<file path="src/rtl/array_ref_pkg.sv">
// Shared definitions for the array refresh scheduler: frame geometry,
// frame bit positions, the scheduler state encoding and counter widths.
package array_ref_pkg;

   localparam int unsigned ARRAY_COL_ADDR_WIDTH   = 6;
   localparam int unsigned ARRAY_ROW_ADDR_WIDTH   = 16;
   localparam int unsigned ARRAY_DATA_WIDTH       = 64;
   localparam int unsigned ARRAY_FRAME_DATA_WIDTH = 3 + ARRAY_COL_ADDR_WIDTH +
                                                    ARRAY_ROW_ADDR_WIDTH + ARRAY_DATA_WIDTH;

   // Flat bit positions of the frame control flags
   localparam int unsigned WR_BIT  = 86;
   localparam int unsigned SOF_BIT = 87;
   localparam int unsigned EOF_BIT = 88;

   localparam int unsigned REF_PEND_MAX_DFLT = 8;
   localparam int unsigned REF_PEND_W        = 4;
   localparam int unsigned REF_INTERVAL_W    = 16;
   localparam int unsigned REF_GAP_W         = 4;
   localparam int unsigned REF_DONE_W        = 16;
   localparam int unsigned REF_DROP_W        = 8;

   // Array frame beat, MSB first so the flags land on WR_BIT/SOF_BIT/EOF_BIT
   typedef struct packed {
      logic                            eof;
      logic                            sof;
      logic                            wr;
      logic [ARRAY_COL_ADDR_WIDTH-1:0] col;
      logic [ARRAY_ROW_ADDR_WIDTH-1:0] row;
      logic [ARRAY_DATA_WIDTH-1:0]     data;
   } array_frame_t;

   typedef enum logic [1:0] {
      ST_IDLE    = 2'd0,
      ST_XFER    = 2'd1,
      ST_REF_REQ = 2'd2,
      ST_REF_GAP = 2'd3
   } ref_state_e;

endpackage

</file>
<file path="src/rtl/array_ref_sched_if.sv">
// Valid/ready array frame channel.
//   valid : beat valid (master -> slave)
//   ready : beat accepted (slave -> master)
//   data  : array frame beat (master -> slave)
interface array_ref_sched_if;
   import array_ref_pkg::*;

   logic         valid;
   logic         ready;
   array_frame_t data;

   modport master (output valid, output data, input ready);
   modport slave  (input valid, input data, output ready);

endinterface

</file>
<file path="src/rtl/array_ref_timer.sv">
// Refresh interval timer and pending-refresh bookkeeping.
//   clk, rst         : clock, synchronous active-high reset
//   mc_en            : controller enable, gates the interval counter
//   ref_interval     : cycles between ticks, 0 disables ticking
//   ack_acc          : a refresh handshake completed this cycle
//   ref_pending      : saturating count of owed refreshes
//   ref_ovf          : sticky, a tick was dropped at saturation
//   ref_done_cnt     : (ARRAY_REF_STATS_EN) accepted acks, wrapping
//   ref_drop_cnt     : (ARRAY_REF_STATS_EN) dropped ticks, saturating
module array_ref_timer
   import array_ref_pkg::*;
#(
   parameter int unsigned PEND_MAX = REF_PEND_MAX_DFLT
) (
   input  logic                      clk,
   input  logic                      rst,
   input  logic                      mc_en,
   input  logic [REF_INTERVAL_W-1:0] ref_interval,
   input  logic                      ack_acc,
   output logic [REF_PEND_W-1:0]     ref_pending,
   output logic                      ref_ovf
`ifdef ARRAY_REF_STATS_EN
   ,
   output logic [REF_DONE_W-1:0]     ref_done_cnt,
   output logic [REF_DROP_W-1:0]     ref_drop_cnt
`endif
);

   logic [REF_INTERVAL_W-1:0] int_cnt;
   logic                      cnt_en;
   logic                      tick;
   logic                      at_max;
   logic                      drop;

   assign cnt_en = mc_en & (ref_interval != '0);
   // >= keeps the counter from running away if the interval shrinks mid-count
   assign tick   = cnt_en & (int_cnt >= (ref_interval - REF_INTERVAL_W'(1)));
   assign at_max = (ref_pending == REF_PEND_W'(PEND_MAX));
   // a simultaneous ack makes room, so only an unmatched tick at the limit is lost
   assign drop   = tick & ~ack_acc & at_max;

   // Interval counter
   always_ff @(posedge clk) begin
      if (rst) begin
         int_cnt <= '0;
      end else if (!cnt_en || tick) begin
         int_cnt <= '0;
      end else begin
         int_cnt <= int_cnt + REF_INTERVAL_W'(1);
      end
   end

   // Pending count and overflow flag
   always_ff @(posedge clk) begin
      if (rst) begin
         ref_pending <= '0;
         ref_ovf     <= 1'b0;
      end else begin
         if (tick && !ack_acc && !at_max) begin
            ref_pending <= ref_pending + REF_PEND_W'(1);
         end else if (ack_acc && !tick) begin
            ref_pending <= ref_pending - REF_PEND_W'(1);
         end
         if (drop) begin
            ref_ovf <= 1'b1;
         end
      end
   end

`ifdef ARRAY_REF_STATS_EN
   // Refresh statistics
   always_ff @(posedge clk) begin
      if (rst) begin
         ref_done_cnt <= '0;
         ref_drop_cnt <= '0;
      end else begin
         if (ack_acc) begin
            ref_done_cnt <= ref_done_cnt + REF_DONE_W'(1);
         end
         if (drop && (ref_drop_cnt != '1)) begin
            ref_drop_cnt <= ref_drop_cnt + REF_DROP_W'(1);
         end
      end
   end
`endif

endmodule

</file>
<file path="src/rtl/array_ref_sched.sv">
// Refresh scheduler between the frame arbiter and the memory array port.
// Frames pass through combinationally; refresh handshakes are inserted only
// between frames so a sof..eof burst is never split.
// Optional feature macro: ARRAY_REF_STATS_EN (adds ref_done_cnt/ref_drop_cnt).
//   clk, rst                : clock, synchronous active-high reset
//   arb2sched_frame         : upstream frame channel (slave side)
//   sched2array_frame       : downstream frame channel (master side)
//   sched2array_ref_req     : refresh request level
//   array2sched_ref_ack     : refresh accepted
//   mc_en                   : controller enable
//   ref_interval            : cycles between refresh ticks, 0 disables
//   ref_gap                 : idle cycles after each ack
//   ref_pending, ref_ovf    : pending count, sticky drop flag
//   ref_done_cnt/drop_cnt   : (ARRAY_REF_STATS_EN) statistics
module array_ref_sched
   import array_ref_pkg::*;
#(
   parameter int unsigned REF_PEND_MAX = REF_PEND_MAX_DFLT
) (
   input  logic                      clk,
   input  logic                      rst,
   array_ref_sched_if.slave          arb2sched_frame,
   array_ref_sched_if.master         sched2array_frame,
   output logic                      sched2array_ref_req,
   input  logic                      array2sched_ref_ack,
   input  logic                      mc_en,
   input  logic [REF_INTERVAL_W-1:0] ref_interval,
   input  logic [REF_GAP_W-1:0]      ref_gap,
   output logic [REF_PEND_W-1:0]     ref_pending,
   output logic                      ref_ovf
`ifdef ARRAY_REF_STATS_EN
   ,
   output logic [REF_DONE_W-1:0]     ref_done_cnt,
   output logic [REF_DROP_W-1:0]     ref_drop_cnt
`endif
);

   ref_state_e           state;
   ref_state_e           state_nxt;
   logic [REF_GAP_W-1:0] gap_cnt;
   logic                 pass_en;
   logic                 up_hs;
   logic                 ack_acc;
   logic                 pend_nz;
   logic                 gap_done;

   assign pend_nz  = (ref_pending != '0);
   assign up_hs    = arb2sched_frame.valid & sched2array_frame.ready & pass_en;
   // an ack only counts while the request is actually raised
   assign ack_acc  = sched2array_ref_req & array2sched_ref_ack;
   assign gap_done = (({1'b0, gap_cnt} + (REF_GAP_W+1)'(1)) >= {1'b0, ref_gap});

   // Zero-latency pass-through, no buffering
   assign sched2array_frame.valid = arb2sched_frame.valid & pass_en;
   assign arb2sched_frame.ready   = sched2array_frame.ready & pass_en;
   assign sched2array_frame.data  = arb2sched_frame.data;

   array_ref_timer #(
      .PEND_MAX     (REF_PEND_MAX)
   ) u_timer (
      .clk          (clk),
      .rst          (rst),
      .mc_en        (mc_en),
      .ref_interval (ref_interval),
      .ack_acc      (ack_acc),
      .ref_pending  (ref_pending),
      .ref_ovf      (ref_ovf)
`ifdef ARRAY_REF_STATS_EN
      ,
      .ref_done_cnt (ref_done_cnt),
      .ref_drop_cnt (ref_drop_cnt)
`endif
   );

   // State register
   always_ff @(posedge clk) begin
      if (rst) begin
         state <= ST_IDLE;
      end else begin
         state <= state_nxt;
      end
   end

   // Post-refresh gap counter, cleared whenever not in the gap
   always_ff @(posedge clk) begin
      if (rst) begin
         gap_cnt <= '0;
      end else if (state == ST_REF_GAP) begin
         gap_cnt <= gap_cnt + REF_GAP_W'(1);
      end else begin
         gap_cnt <= '0;
      end
   end

   // Next-state logic
   always_comb begin
      state_nxt = state;
      unique case (state)
         ST_IDLE: begin
            // owed refresh wins over a sof presented in the same cycle
            if (pend_nz) begin
               state_nxt = ST_REF_REQ;
            end else if (up_hs && !arb2sched_frame.data.eof) begin
               state_nxt = ST_XFER;
            end
         end
         ST_XFER: begin
            if (up_hs && arb2sched_frame.data.eof) begin
               state_nxt = ST_IDLE;
            end
         end
         ST_REF_REQ: begin
            if (array2sched_ref_ack) begin
               state_nxt = (ref_gap == '0) ? ST_IDLE : ST_REF_GAP;
            end
         end
         ST_REF_GAP: begin
            if (gap_done) begin
               state_nxt = ST_IDLE;
            end
         end
         default: state_nxt = ST_IDLE;
      endcase
   end

   // State decode outputs
   always_comb begin
      pass_en             = 1'b0;
      sched2array_ref_req = 1'b0;
      unique case (state)
         ST_IDLE:    pass_en = mc_en & ~pend_nz;
         ST_XFER:    pass_en = 1'b1;
         ST_REF_REQ: sched2array_ref_req = 1'b1;
         ST_REF_GAP: pass_en = 1'b0;
         default:    pass_en = 1'b0;
      endcase
   end

endmodule

</file>
<file path="src/flat_wrapper.sv">
// flat-port wrapper written by rule: the top's interface ports become plain ports
module array_ref_sched_flat import array_ref_pkg::*;
#(
   parameter int unsigned REF_PEND_MAX = REF_PEND_MAX_DFLT
)
  (clk, rst, sched2array_ref_req, array2sched_ref_ack, mc_en, ref_interval, ref_gap, ref_pending, ref_ovf, arb2sched_frame_valid, arb2sched_frame_data, arb2sched_frame_ready, sched2array_frame_valid, sched2array_frame_data, sched2array_frame_ready);
  array_ref_sched_if arb2sched_frame_i ();
  array_ref_sched_if sched2array_frame_i ();
  input  logic clk;
  input  logic rst;
  output logic sched2array_ref_req;
  input  logic array2sched_ref_ack;
  input  logic mc_en;
  input  logic [REF_INTERVAL_W-1:0] ref_interval;
  input  logic [REF_GAP_W-1:0] ref_gap;
  output logic [REF_PEND_W-1:0] ref_pending;
  output logic ref_ovf;
  input wire logic [$bits(arb2sched_frame_i.valid)-1:0] arb2sched_frame_valid;
  input wire logic [$bits(arb2sched_frame_i.data)-1:0] arb2sched_frame_data;
  output wire logic [$bits(arb2sched_frame_i.ready)-1:0] arb2sched_frame_ready;
  output wire logic [$bits(sched2array_frame_i.valid)-1:0] sched2array_frame_valid;
  output wire logic [$bits(sched2array_frame_i.data)-1:0] sched2array_frame_data;
  input wire logic [$bits(sched2array_frame_i.ready)-1:0] sched2array_frame_ready;
  assign arb2sched_frame_i.valid = arb2sched_frame_valid;
  assign arb2sched_frame_i.data = arb2sched_frame_data;
  assign arb2sched_frame_ready = arb2sched_frame_i.ready;
  assign sched2array_frame_valid = sched2array_frame_i.valid;
  assign sched2array_frame_data = sched2array_frame_i.data;
  assign sched2array_frame_i.ready = sched2array_frame_ready;
  array_ref_sched #(.REF_PEND_MAX(REF_PEND_MAX)) u_core (.clk(clk), .rst(rst), .arb2sched_frame(arb2sched_frame_i), .sched2array_frame(sched2array_frame_i), .sched2array_ref_req(sched2array_ref_req), .array2sched_ref_ack(array2sched_ref_ack), .mc_en(mc_en), .ref_interval(ref_interval), .ref_gap(ref_gap), .ref_pending(ref_pending), .ref_ovf(ref_ovf));
endmodule
</file>
<file path="config.mk">
export PLATFORM = sky130hd
export DESIGN_NAME = array_ref_sched_flat
export DESIGN_NICKNAME = d
export VERILOG_FILES = /design/src/rtl/array_ref_pkg.sv /design/src/rtl/array_ref_sched_if.sv /design/src/rtl/array_ref_timer.sv /design/src/rtl/array_ref_sched.sv /design/src/flat_wrapper.sv
export SDC_FILE = /design/constraint.sdc
export NUM_CORES = 1
export LEC_CHECK = 0
export ABC_AREA = 1
export CAP_MARGIN = 5
export CORE_ASPECT_RATIO = 1.25
export CORE_MARGIN = 2
export CORE_UTILIZATION = 35
export CTS_CLUSTER_SIZE = 10
export DETAILED_ROUTE_END_ITERATION = 10
export GPL_TIMING_DRIVEN = 0
export PLACE_DENSITY_LB_ADDON = 0.15
export RECOVER_POWER = 25
export SLEW_MARGIN = 40
export SYNTH_ARGS = -nofsm -noshare
export SYNTH_HDL_FRONTEND = slang
export SYNTH_HIERARCHICAL = 1
export SYNTH_SLANG_ARGS = --single-unit
export TNS_END_PERCENT = 30
</file>
<file path="constraint.sdc">
create_clock -name clk -period 4.39 [get_ports clk]
set_input_delay 0.878 -clock clk [delete_from_list [all_inputs] [get_ports clk]]
set_output_delay 0.878 -clock clk [all_outputs]
set_load 0.01 [all_outputs]
</file>
==> results of run 1 <==
==> sequential cells by signal, summed over array words and instances (netlist names) <==
register and flops:
u_core/gap_cnt 4, u_core/state 2, u_core/u_timer/ref_ovf 1, u_core/u_timer/int_cnt 16, u_core/u_timer/ref_pending 4
==> placed cells by master, fill, tap and decap left out, types with 2 or more instances in the layout <==
cell / count
sky130_fd_sc_hd__a21oi_2: 2
sky130_fd_sc_hd__nor3_1: 9
sky130_fd_sc_hd__inv_1: 57
sky130_fd_sc_hd__nand3_1: 10
sky130_fd_sc_hd__nor3_4: 3
sky130_fd_sc_hd__nand2_2: 3
sky130_fd_sc_hd__buf_4: 94
sky130_fd_sc_hd__dfxtp_1: 27
sky130_fd_sc_hd__nand2_1: 69
sky130_fd_sc_hd__or2_2: 2
sky130_fd_sc_hd__o21ai_0: 4
sky130_fd_sc_hd__nand4_1: 5
sky130_fd_sc_hd__nor2_1: 45
sky130_fd_sc_hd__nor3b_1: 3
sky130_fd_sc_hd__clkbuf_8: 3
sky130_fd_sc_hd__inv_2: 2
sky130_fd_sc_hd__dlymetal6s2s_1: 2
sky130_fd_sc_hd__dlygate4sd3_1: 27
sky130_fd_sc_hd__xor2_1: 13
sky130_fd_sc_hd__nor2_2: 3
sky130_fd_sc_hd__xnor2_1: 6
sky130_fd_sc_hd__ha_1: 24
sky130_fd_sc_hd__nand4_4: 2
sky130_fd_sc_hd__clkdlybuf4s50_1: 94
sky130_fd_sc_hd__o21a_1: 2
sky130_fd_sc_hd__a21oi_1: 10
sky130_fd_sc_hd__a31oi_1: 4
sky130_fd_sc_hd__o21ai_1: 5
==> critical path: stages <==
cell	delay, ps
sky130_fd_sc_hd__clkdlybuf4s50_1	420
sky130_fd_sc_hd__inv_1	120
sky130_fd_sc_hd__ha_1	210
sky130_fd_sc_hd__nand2_1	120
sky130_fd_sc_hd__nor3_2	200
sky130_fd_sc_hd__and3_4	240
sky130_fd_sc_hd__nand3_1	90
sky130_fd_sc_hd__xor2_1	140
sky130_fd_sc_hd__inv_1	60
sky130_fd_sc_hd__ha_1	270
sky130_fd_sc_hd__nand2_1	80
sky130_fd_sc_hd__nor3_1	210
sky130_fd_sc_hd__nand2_1	140
sky130_fd_sc_hd__nand2_2	120
sky130_fd_sc_hd__nand4_4	120
sky130_fd_sc_hd__ha_4	280
sky130_fd_sc_hd__nand2_1	50
sky130_fd_sc_hd__nand2_1	50
sky130_fd_sc_hd__a31oi_2	160
sky130_fd_sc_hd__inv_1	60
sky130_fd_sc_hd__nand2_1	80
sky130_fd_sc_hd__nand3_1	70
sky130_fd_sc_hd__nand2_1	70
sky130_fd_sc_hd__nor2_1	40
==> synthesized netlist by cell type, types with 2 or more instances <==
| library cell | n | share of area (%) |
|---|---|---|
| sky130_fd_sc_hd__xnor2_1 | 6 | 1.8 |
| sky130_fd_sc_hd__o21ai_0 | 6 | 1.0 |
| sky130_fd_sc_hd__a31oi_1 | 5 | 1.1 |
| sky130_fd_sc_hd__nor3_1 | 10 | 1.7 |
| sky130_fd_sc_hd__nand2_1 | 71 | 9.2 |
| sky130_fd_sc_hd__nor2_1 | 45 | 5.8 |
| sky130_fd_sc_hd__xor2_1 | 13 | 3.9 |
| sky130_fd_sc_hd__nand4_1 | 5 | 1.1 |
| sky130_fd_sc_hd__dfxtp_1 | 27 | 19 |
| sky130_fd_sc_hd__nor2_2 | 3 | 0.65 |
| sky130_fd_sc_hd__nand3_1 | 10 | 1.7 |
| sky130_fd_sc_hd__o21a_1 | 2 | 0.52 |
| sky130_fd_sc_hd__nor3_4 | 2 | 1.1 |
| sky130_fd_sc_hd__a21oi_1 | 11 | 1.9 |
| sky130_fd_sc_hd__inv_1 | 57 | 7.4 |
| sky130_fd_sc_hd__ha_1 | 25 | 11 |
| sky130_fd_sc_hd__or2_2 | 2 | 0.43 |
| sky130_fd_sc_hd__o21ai_1 | 3 | 0.52 |
| sky130_fd_sc_hd__buf_4 | 89 | 23 |
| sky130_fd_sc_hd__nor3b_1 | 3 | 0.78 |
| sky130_fd_sc_hd__inv_2 | 2 | 0.26 |
==> repair_timing <==
item / in CTS / in global routing
gates resized for setup: 0 / 14
setup endpoints to repair: 0 / 1
setup buffers: 0 / 5
==> logic make-up after synthesis <==
| kind of cell | Yosys count | synth area share, % |
|---|---|---|
| simple gates | 162 | 26.46 |
| buf+inv | 150 | 30.99 |
| compound gates | 31 | 6.689 |
| flops | 27 | 18.64 |
| fa+ha+maj | 26 | 11.48 |
| xor+xnor | 19 | 5.740 |
==> power breakdown <==
| group | total (mW) | internal [mW] | switching, mW |
|---|---|---|---|
| combinational | 0.457 | 0.251 | 0.206 |
| sequential | 0.291 | 0.263 | 0.0282 |
| clock | 0.145 | 0.0644 | 0.0801 |
| total | 0.893 | 0.578 | 0.315 |
==> per-layer routing <==
layer | track usage, % | vias to the layer above | part of all wire, %
met5 | 0 | - | 0
met4 | 1.701 | 0 | 0.31
met3 | 2.741 | 2 | 4.5
met2 | 28.35 | 69 | 59
met1 | 14.49 | 1232 | 36
li1 | - | 1473 | -
==> metrics by stage <==
step | util [%] | power (mW) | setup TNS, ps | setup WS [ps] | instances
finish | 53.98 | 0.8925 | 0 | 282.6 | 644
global route | 53.98 | 0.9649 | -21.69 | -21.69 | 644
CTS | 52.78 | 0.9038 | 0 | 86.75 | 639
detailed placement | 52.18 | 0.7543 | -198.1 | -198.1 | 635
global placement | 52.18 | 0.7458 | -150.0 | -150.0 | 635
floorplan | - | 0.5618 | 0 | 638.2 | 415
==> layout make-up <==
type / instances / area [sq um] / share of cell area, %
inverters: 60 / 225.2 / 5.121
clock inverters: 1 / 7.507 / 0.1707
well taps: 97 / 121.4 / 2.760
repair buffers: 128 / 1274 / 28.96
flip-flops and latches: 27 / 540.5 / 12.29
multi-input cells: 238 / 1515 / 34.45
clock buffers: 3 / 41.29 / 0.9388
plain buffers: 90 / 673.1 / 15.31
==> worst paths after layout <==
| kind | startpoint | end | slack [ps] | depth (start not counted) |
|---|---|---|---|---|
| setup / recovery | ref_interval[0] | u_core/u_timer/ref_pending[3]$_SDFFE_PP0P_ | 280 | 24 |
| hold reg to reg | u_core/u_timer/int_cnt[0]$_SDFF_PP0_ | u_core/u_timer/int_cnt[0]$_SDFF_PP0_ | 470 | 1 |
| setup reg to reg | u_core/u_timer/int_cnt[6]$_SDFF_PP0_ | u_core/u_timer/ref_pending[3]$_SDFFE_PP0P_ | 2000 | 19 |
| hold / removal | u_core/u_timer/int_cnt[0]$_SDFF_PP0_ | u_core/u_timer/int_cnt[0]$_SDFF_PP0_ | 470 | 1 |
==> tab_implementation.tex, run 1 <==
\begin{tabular}{lr}
\hline
Metric & Value \\
\hline
\multicolumn{2}{l}{\textbf{Setup path}} \\
Arrival time reported for the critical path endpoint & 4290 ps \\
Setup Crit Path Kind & primary input to flop \\
Critical Path Start Type & primary input \\
CP max FO & 5 \\
Worst endpoint required time & 4570 ps \\
Endpoint class of the critical path & flop \\
\multicolumn{2}{l}{\textbf{Route}} \\
Post-route DRC & 0 \\
Total wire length & 6848 um \\
Pre-antenna DRT Iters & 4 \\
Routed vias/inst & 4.311 \\
Antenna-violating nets left & 0 \\
Vias after detailed routing & 2776 \\
Violation count after the first detailed-route iteration & 85 \\
Average wire length per cell after detail routing & 10.63 um \\
\multicolumn{2}{l}{\textbf{Final layout}} \\
Fraction of layout instances using a drive strength above 1 & between 20\% and 30\% \\
Area growth, synth to finish & 51.70\% \\
Number of antenna repair diodes & 0 \\
Area of all placed cells without fillers & around 4400 sq um \\
Net count reported at finish & between 600 and 700 \\
Fillcell total & 804 \\
\multicolumn{2}{l}{\textbf{Synthesis}} \\
Ys flop type & sky130\_fd\_sc\_hd\_\_dfxtp\_1 \\
Number of cells produced by synthesis & 415 \\
Seq/Total Area, Yosys & 18.64\% \\
Total of flip-flops plus latches after synthesis & 27 \\
Post-synth EDFFs & 0 \\
Mean instance size in the synthesized netlist & between 6 and 7 sq um \\
Synth cell types & 39 \\
Async SR Flop Fraction & 0\% \\
Post-Syn Nets & 556 \\
Synthesized area & slightly below 3000 sq um \\
Warnings, synthesis & 6 \\
\multicolumn{2}{l}{\textbf{Timing}} \\
Clock period minus worst slack & 4107 ps \\
Count of endpoints failing setup in the final report & 0 \\
FMAX & 0.2435 GHz \\
Post-route clock period utilization & around 94\% \\
Worst Skew & 6.620 ps \\
Measured slew at the worst slew-check pin & 352.9 ps \\
Relative max-transition margin & about three quarters \\
Number of slew-limit violations in the final report & 0 \\
Fin. Hold Viols & 0 \\
WHS & $\sim$470 ps \\
\multicolumn{2}{l}{\textbf{GRT}} \\
Total global routing track utilization & 13.87\% \\
Initial antenna violation count & 0 \\
Global-route wire length before repair & 10660 um \\
Maximum number of pins on one net before global-route repair & 17 \\
Vias in the first global route & 2552 \\
Overflow left after global routing & 0 \\
\multicolumn{2}{l}{\textbf{Floorplanning}} \\
Full die area & 9031 sq um \\
Top Ports & about 210 \\
Die Y-Extent & 105.8 um \\
Area of the core & roughly 8100 sq um \\
Placement Rows & 37 \\
Initial core utilization & between 30\% and 40\% \\
Die X-Extent & 85.40 um \\
\multicolumn{2}{l}{\textbf{Pwr}} \\
Static leakage & around 2.1 nW \\
Power per unit of standard cell area & 202.9 nW/um\^{}2 \\
Maximum vdd drop & 179.5 uV \\
\multicolumn{2}{l}{\textbf{Clock tree}} \\
CTS Root Cell & sky130\_fd\_sc\_hd\_\_clkbuf\_8 \\
Source-to-sink clock delay at the later pin of the worst-skew pair & 280 ps \\
Inserted Clock Buffers & 3 \\
Deepest clock path buffer count & 2 \\
Clock edge transition at the registers on the reported setup and hold paths & about 100 ps \\
TritonCTS clock tree & yes \\
Total of hold buffers inserted after clock tree synthesis & 0 \\
H-tree lvl count & 1 \\
Total clock sinks & 27 \\
\multicolumn{2}{l}{\textbf{Placed design}} \\
Input/output buffers & 123 \\
Placement Cell Area & 4252 sq um \\
Estimated wirelength of the detail-placed design & 6039 um \\
Final estimated routing congestion in global placement & around 0.80 \\
\multicolumn{2}{l}{\textbf{Run status}} \\
Status & complete, no violations \\
\multicolumn{2}{l}{\textbf{Job}} \\
Number of violations of the max-capacitance limit & 0 \\
\multicolumn{2}{l}{\textbf{Hold path}} \\
Hold Path Class & flop to flop \\
\hline
\end{tabular}
(Power assumes the default switching activity.)
==> inputs of run 2 (changes only) <==
Settings changed: SLEW_MARGIN 40 to 20.
==> results of run 2 <==
No change in the layout: final DEF, timing and power equal those of run 1.
==> inputs of run 3 (changes only) <==
Settings changed: PLACE_DENSITY_LB_ADDON 0.15 to 0.2.
==> tab_implementation.tex, run 3 (synthesis gave the netlist of run 1 again) <==
\begin{tabular}{lr}
\hline
Metric & Value \\
\hline
\multicolumn{2}{l}{\textbf{Run status}} \\
Status & complete, no violations (unchanged) \\
\multicolumn{2}{l}{\textbf{Final layout}} \\
Largest reg by FF count & u\_core/u\_timer/int\_cnt (unchanged) \\
Leading cell types in the layout, fill and taps excluded & sky130\_fd\_sc\_hd\_\_clkdlybuf4s50\_1, sky130\_fd\_sc\_hd\_\_buf\_4, sky130\_fd\_sc\_hd\_\_nand2\_1 (unchanged) \\
Register area & 540.5 sq um (unchanged) \\
Fillcell total & 814 (was 804) \\
Final Non-Filler Cells & 640 (was 644) \\
Largest registers ranked by flip-flop count & u\_core/u\_timer/int\_cnt (16), u\_core/gap\_cnt (4), u\_core/u\_timer/ref\_pending (4) (unchanged) \\
Number of antenna repair diodes & 0 (unchanged) \\
Number of flip-flops in the largest register & 16 (unchanged) \\
Area growth, synth to finish & 49.98\% (was 51.70\%) \\
Fraction of layout instances using a drive strength above 1 & 21.92\% (was 22.85\%) \\
Area of all placed cells without fillers & 4348 sq um (was 4398 sq um) \\
Net count reported at finish & 685 (was 689) \\
Layout Utilization & 53.36\% (was 53.98\%) \\
Most frequent standard cell in the layout excluding fill and tap cells & sky130\_fd\_sc\_hd\_\_clkdlybuf4s50\_1 \\
Area of combinational cells with multiple inputs & 1500 sq um (was 1515 sq um) \\
\multicolumn{2}{l}{\textbf{GRT}} \\
Overflow left after global routing & 0 (unchanged) \\
Vias in the first global route & 2663 (was 2552) \\
Initial antenna violation count & 0 (unchanged) \\
Total global routing track utilization & 14.04\% (was 13.87\%) \\
Global-route wire length before repair & 10910 um (was 10660 um) \\
Maximum number of pins on one net before global-route repair & 17 (unchanged) \\
\multicolumn{2}{l}{\textbf{Placed design}} \\
Final estimated routing congestion in global placement & 0.8175 (was 0.7983) \\
\# placed instances & 635 (unchanged) \\
Placement Cell Area & 4252 sq um (unchanged) \\
Estimated wirelength of the detail-placed design & 6078 um (was 6039 um) \\
Input/output buffers & 123 (unchanged) \\
\multicolumn{2}{l}{\textbf{Timing}} \\
Clock period minus worst slack & 4061 ps (was 4107 ps) \\
FMAX & 0.2462 GHz (was 0.2435 GHz) \\
Relative max-transition margin & 75.86\% (was 76.38\%) \\
Number of slew-limit violations in the final report & 0 (unchanged) \\
Fin. Hold Viols & 0 (unchanged) \\
Setup total negative slack & 0 ps (unchanged) \\
Measured slew at the worst slew-check pin & 360.8 ps (was 352.9 ps) \\
Worst Skew & 6.959 ps (was 6.620 ps) \\
Post-route clock period utilization & 92.51\% (was 93.56\%) \\
Count of endpoints failing setup in the final report & 0 (unchanged) \\
RSZ-0062 raised after global routing & no \\
WHS & 463.5 ps (was 465.3 ps) \\
\multicolumn{2}{l}{\textbf{Floorplanning}} \\
Die Y-Extent & 105.8 um (unchanged) \\
Area of the core & 8148 sq um (unchanged) \\
Top Ports & 212 (unchanged) \\
Full die area & 9031 sq um (unchanged) \\
Initial core utilization & 35.58\% (unchanged) \\
Placement Rows & 37 (unchanged) \\
Die X-Extent & 85.40 um (unchanged) \\
\multicolumn{2}{l}{\textbf{Setup path}} \\
Critical Path Start Type & primary input (unchanged) \\
Worst endpoint required time & 4570 ps (about the same) \\
Endpoint class of the critical path & flop (unchanged) \\
Setup Crit Path Kind & primary input to flop (unchanged) \\
Arrival time reported for the critical path endpoint & 4250 ps (was 4290 ps) \\
CP max FO & 5 (unchanged) \\
\multicolumn{2}{l}{\textbf{Job}} \\
Number of violations of the max-capacitance limit & 0 (unchanged) \\
\multicolumn{2}{l}{\textbf{Clock tree}} \\
H-tree lvl count & 1 (unchanged) \\
Source-to-sink clock delay at the later pin of the worst-skew pair & 280 ps (about the same) \\
Clock edge transition at the registers on the reported setup and hold paths & 100 ps (about the same) \\
CTS Root Cell & sky130\_fd\_sc\_hd\_\_clkbuf\_8 (unchanged) \\
TritonCTS clock tree & yes (unchanged) \\
Deepest clock path buffer count & 2 (unchanged) \\
Total clock sinks & 27 (unchanged) \\
Inserted Clock Buffers & 3 (unchanged) \\
\multicolumn{2}{l}{\textbf{Pwr}} \\
Net Sw Frac & 35.41\% (was 35.25\%) \\
Maximum vdd drop & 247.7 uV (was 179.5 uV) \\
Combinational power share & 50.6\% (was 51.2\%) \\
Switching power & 314.6 uW (about the same) \\
Cell-internal power & 573.9 uW (was 577.9 uW) \\
Static leakage & 2.094 nW (was 2.135 nW) \\
Clock share of power & 16.4\% (was 16.2\%) \\
Seq pwr share & 32.9\% (was 32.6\%) \\
Power per unit of standard cell area & 204.4 nW/um\^{}2 (was 202.9 nW/um\^{}2) \\
\multicolumn{2}{l}{\textbf{Route}} \\
Pre-antenna DRT Iters & 4 (unchanged) \\
Antenna-violating nets left & 0 (unchanged) \\
Post-route DRC & 0 (unchanged) \\
Total wire length & 6855 um (was 6848 um) \\
Violation count after the first detailed-route iteration & 45 (was 85) \\
Average wire length per cell after detail routing & 10.71 um (was 10.63 um) \\
Routed vias/inst & 4.316 (was 4.311) \\
Vias after detailed routing & 2762 (was 2776) \\
\multicolumn{2}{l}{\textbf{Hold path}} \\
Hold Path Class & flop to flop (unchanged) \\
\hline
\end{tabular}
## run 3: layer usage
metal  wire, um  share of wire, %  GRT usage (%)
met5          0                 0              0
met4          8              0.12          1.361
met3        313               4.6          2.819
met2       4077                59          29.24
met1       2455                36          14.32
## run 3: power by group through the flow
stage                     clock [mW]  sequential (mW)  combinational [mW]
final                          0.146            0.292               0.450
after detailed placement           0            0.298               0.455
after global routing           0.161            0.295               0.500
after global placement             0            0.299               0.449
after floorplan                    0            0.294               0.268
after CTS                      0.152            0.293               0.457
## run 3: timing repair
item | in CTS | in global routing
setup buffers | 0 | 1
setup endpoints to repair | 0 | 1
hold buffers | 0 | 0
resized for setup | 0 | 9
## run 3: worst max-delay path, cell delays in order
cell                              delay [ps]
sky130_fd_sc_hd__clkdlybuf4s50_1         450
sky130_fd_sc_hd__or2_1                   270
sky130_fd_sc_hd__nor3_2                  130
sky130_fd_sc_hd__nand2_2                 110
sky130_fd_sc_hd__nor4_4                  300
sky130_fd_sc_hd__nand2_1                 120
sky130_fd_sc_hd__o21ai_1                 140
sky130_fd_sc_hd__inv_1                    60
sky130_fd_sc_hd__ha_1                    290
sky130_fd_sc_hd__nand2_1                  90
sky130_fd_sc_hd__nor3_1                  190
sky130_fd_sc_hd__nand2_1                 140
sky130_fd_sc_hd__nand2_2                 110
sky130_fd_sc_hd__nand4_4                 130
sky130_fd_sc_hd__ha_4                    260
sky130_fd_sc_hd__nand2_1                  60
sky130_fd_sc_hd__nand2_1                  40
sky130_fd_sc_hd__a31oi_1                 180
sky130_fd_sc_hd__inv_1                    60
sky130_fd_sc_hd__nand2_1                  80
sky130_fd_sc_hd__nand3_1                  70
sky130_fd_sc_hd__nand2_1                  70
sky130_fd_sc_hd__nor2_1                   40
## run 3: path summary, 6_finish.rpt
check	to	cells after the start	from	slack (ps)
max	u_core/u_timer/ref_pending[3]$_SDFFE_PP0P_	23	ref_interval[2]	330
min	u_core/u_timer/int_cnt[0]$_SDFF_PP0_	1	u_core/u_timer/int_cnt[0]$_SDFF_PP0_	460
max reg2reg	u_core/u_timer/ref_pending[3]$_SDFFE_PP0P_	19	u_core/u_timer/int_cnt[6]$_SDFF_PP0_	2030
min reg2reg	u_core/u_timer/int_cnt[0]$_SDFF_PP0_	1	u_core/u_timer/int_cnt[0]$_SDFF_PP0_	460
## run 3: final cells by class
| cell class | count | area share, % |
|---|---|---|
| clock buffers | 3 | 0.9496 |
| repair buffers | 124 | 28.49 |
| plain buffers | 90 | 15.48 |
| flip-flops and latches | 27 | 12.43 |
| clock inverters | 1 | 0.1727 |
| well taps | 97 | 2.791 |
| multi-input cells | 238 | 34.50 |
| inverters | 60 | 5.180 |
## run 3: stage by stage
stage	worst slack [ps]	power, mW
3_5_place_dp	-180.3	0.7536
3_3_place_gp	-120.4	0.7480
4_1_cts	93.65	0.9022
2_1_floorplan	638.2	0.5618
5_1_grt	37.37	0.9562
6_report	328.6	0.8886
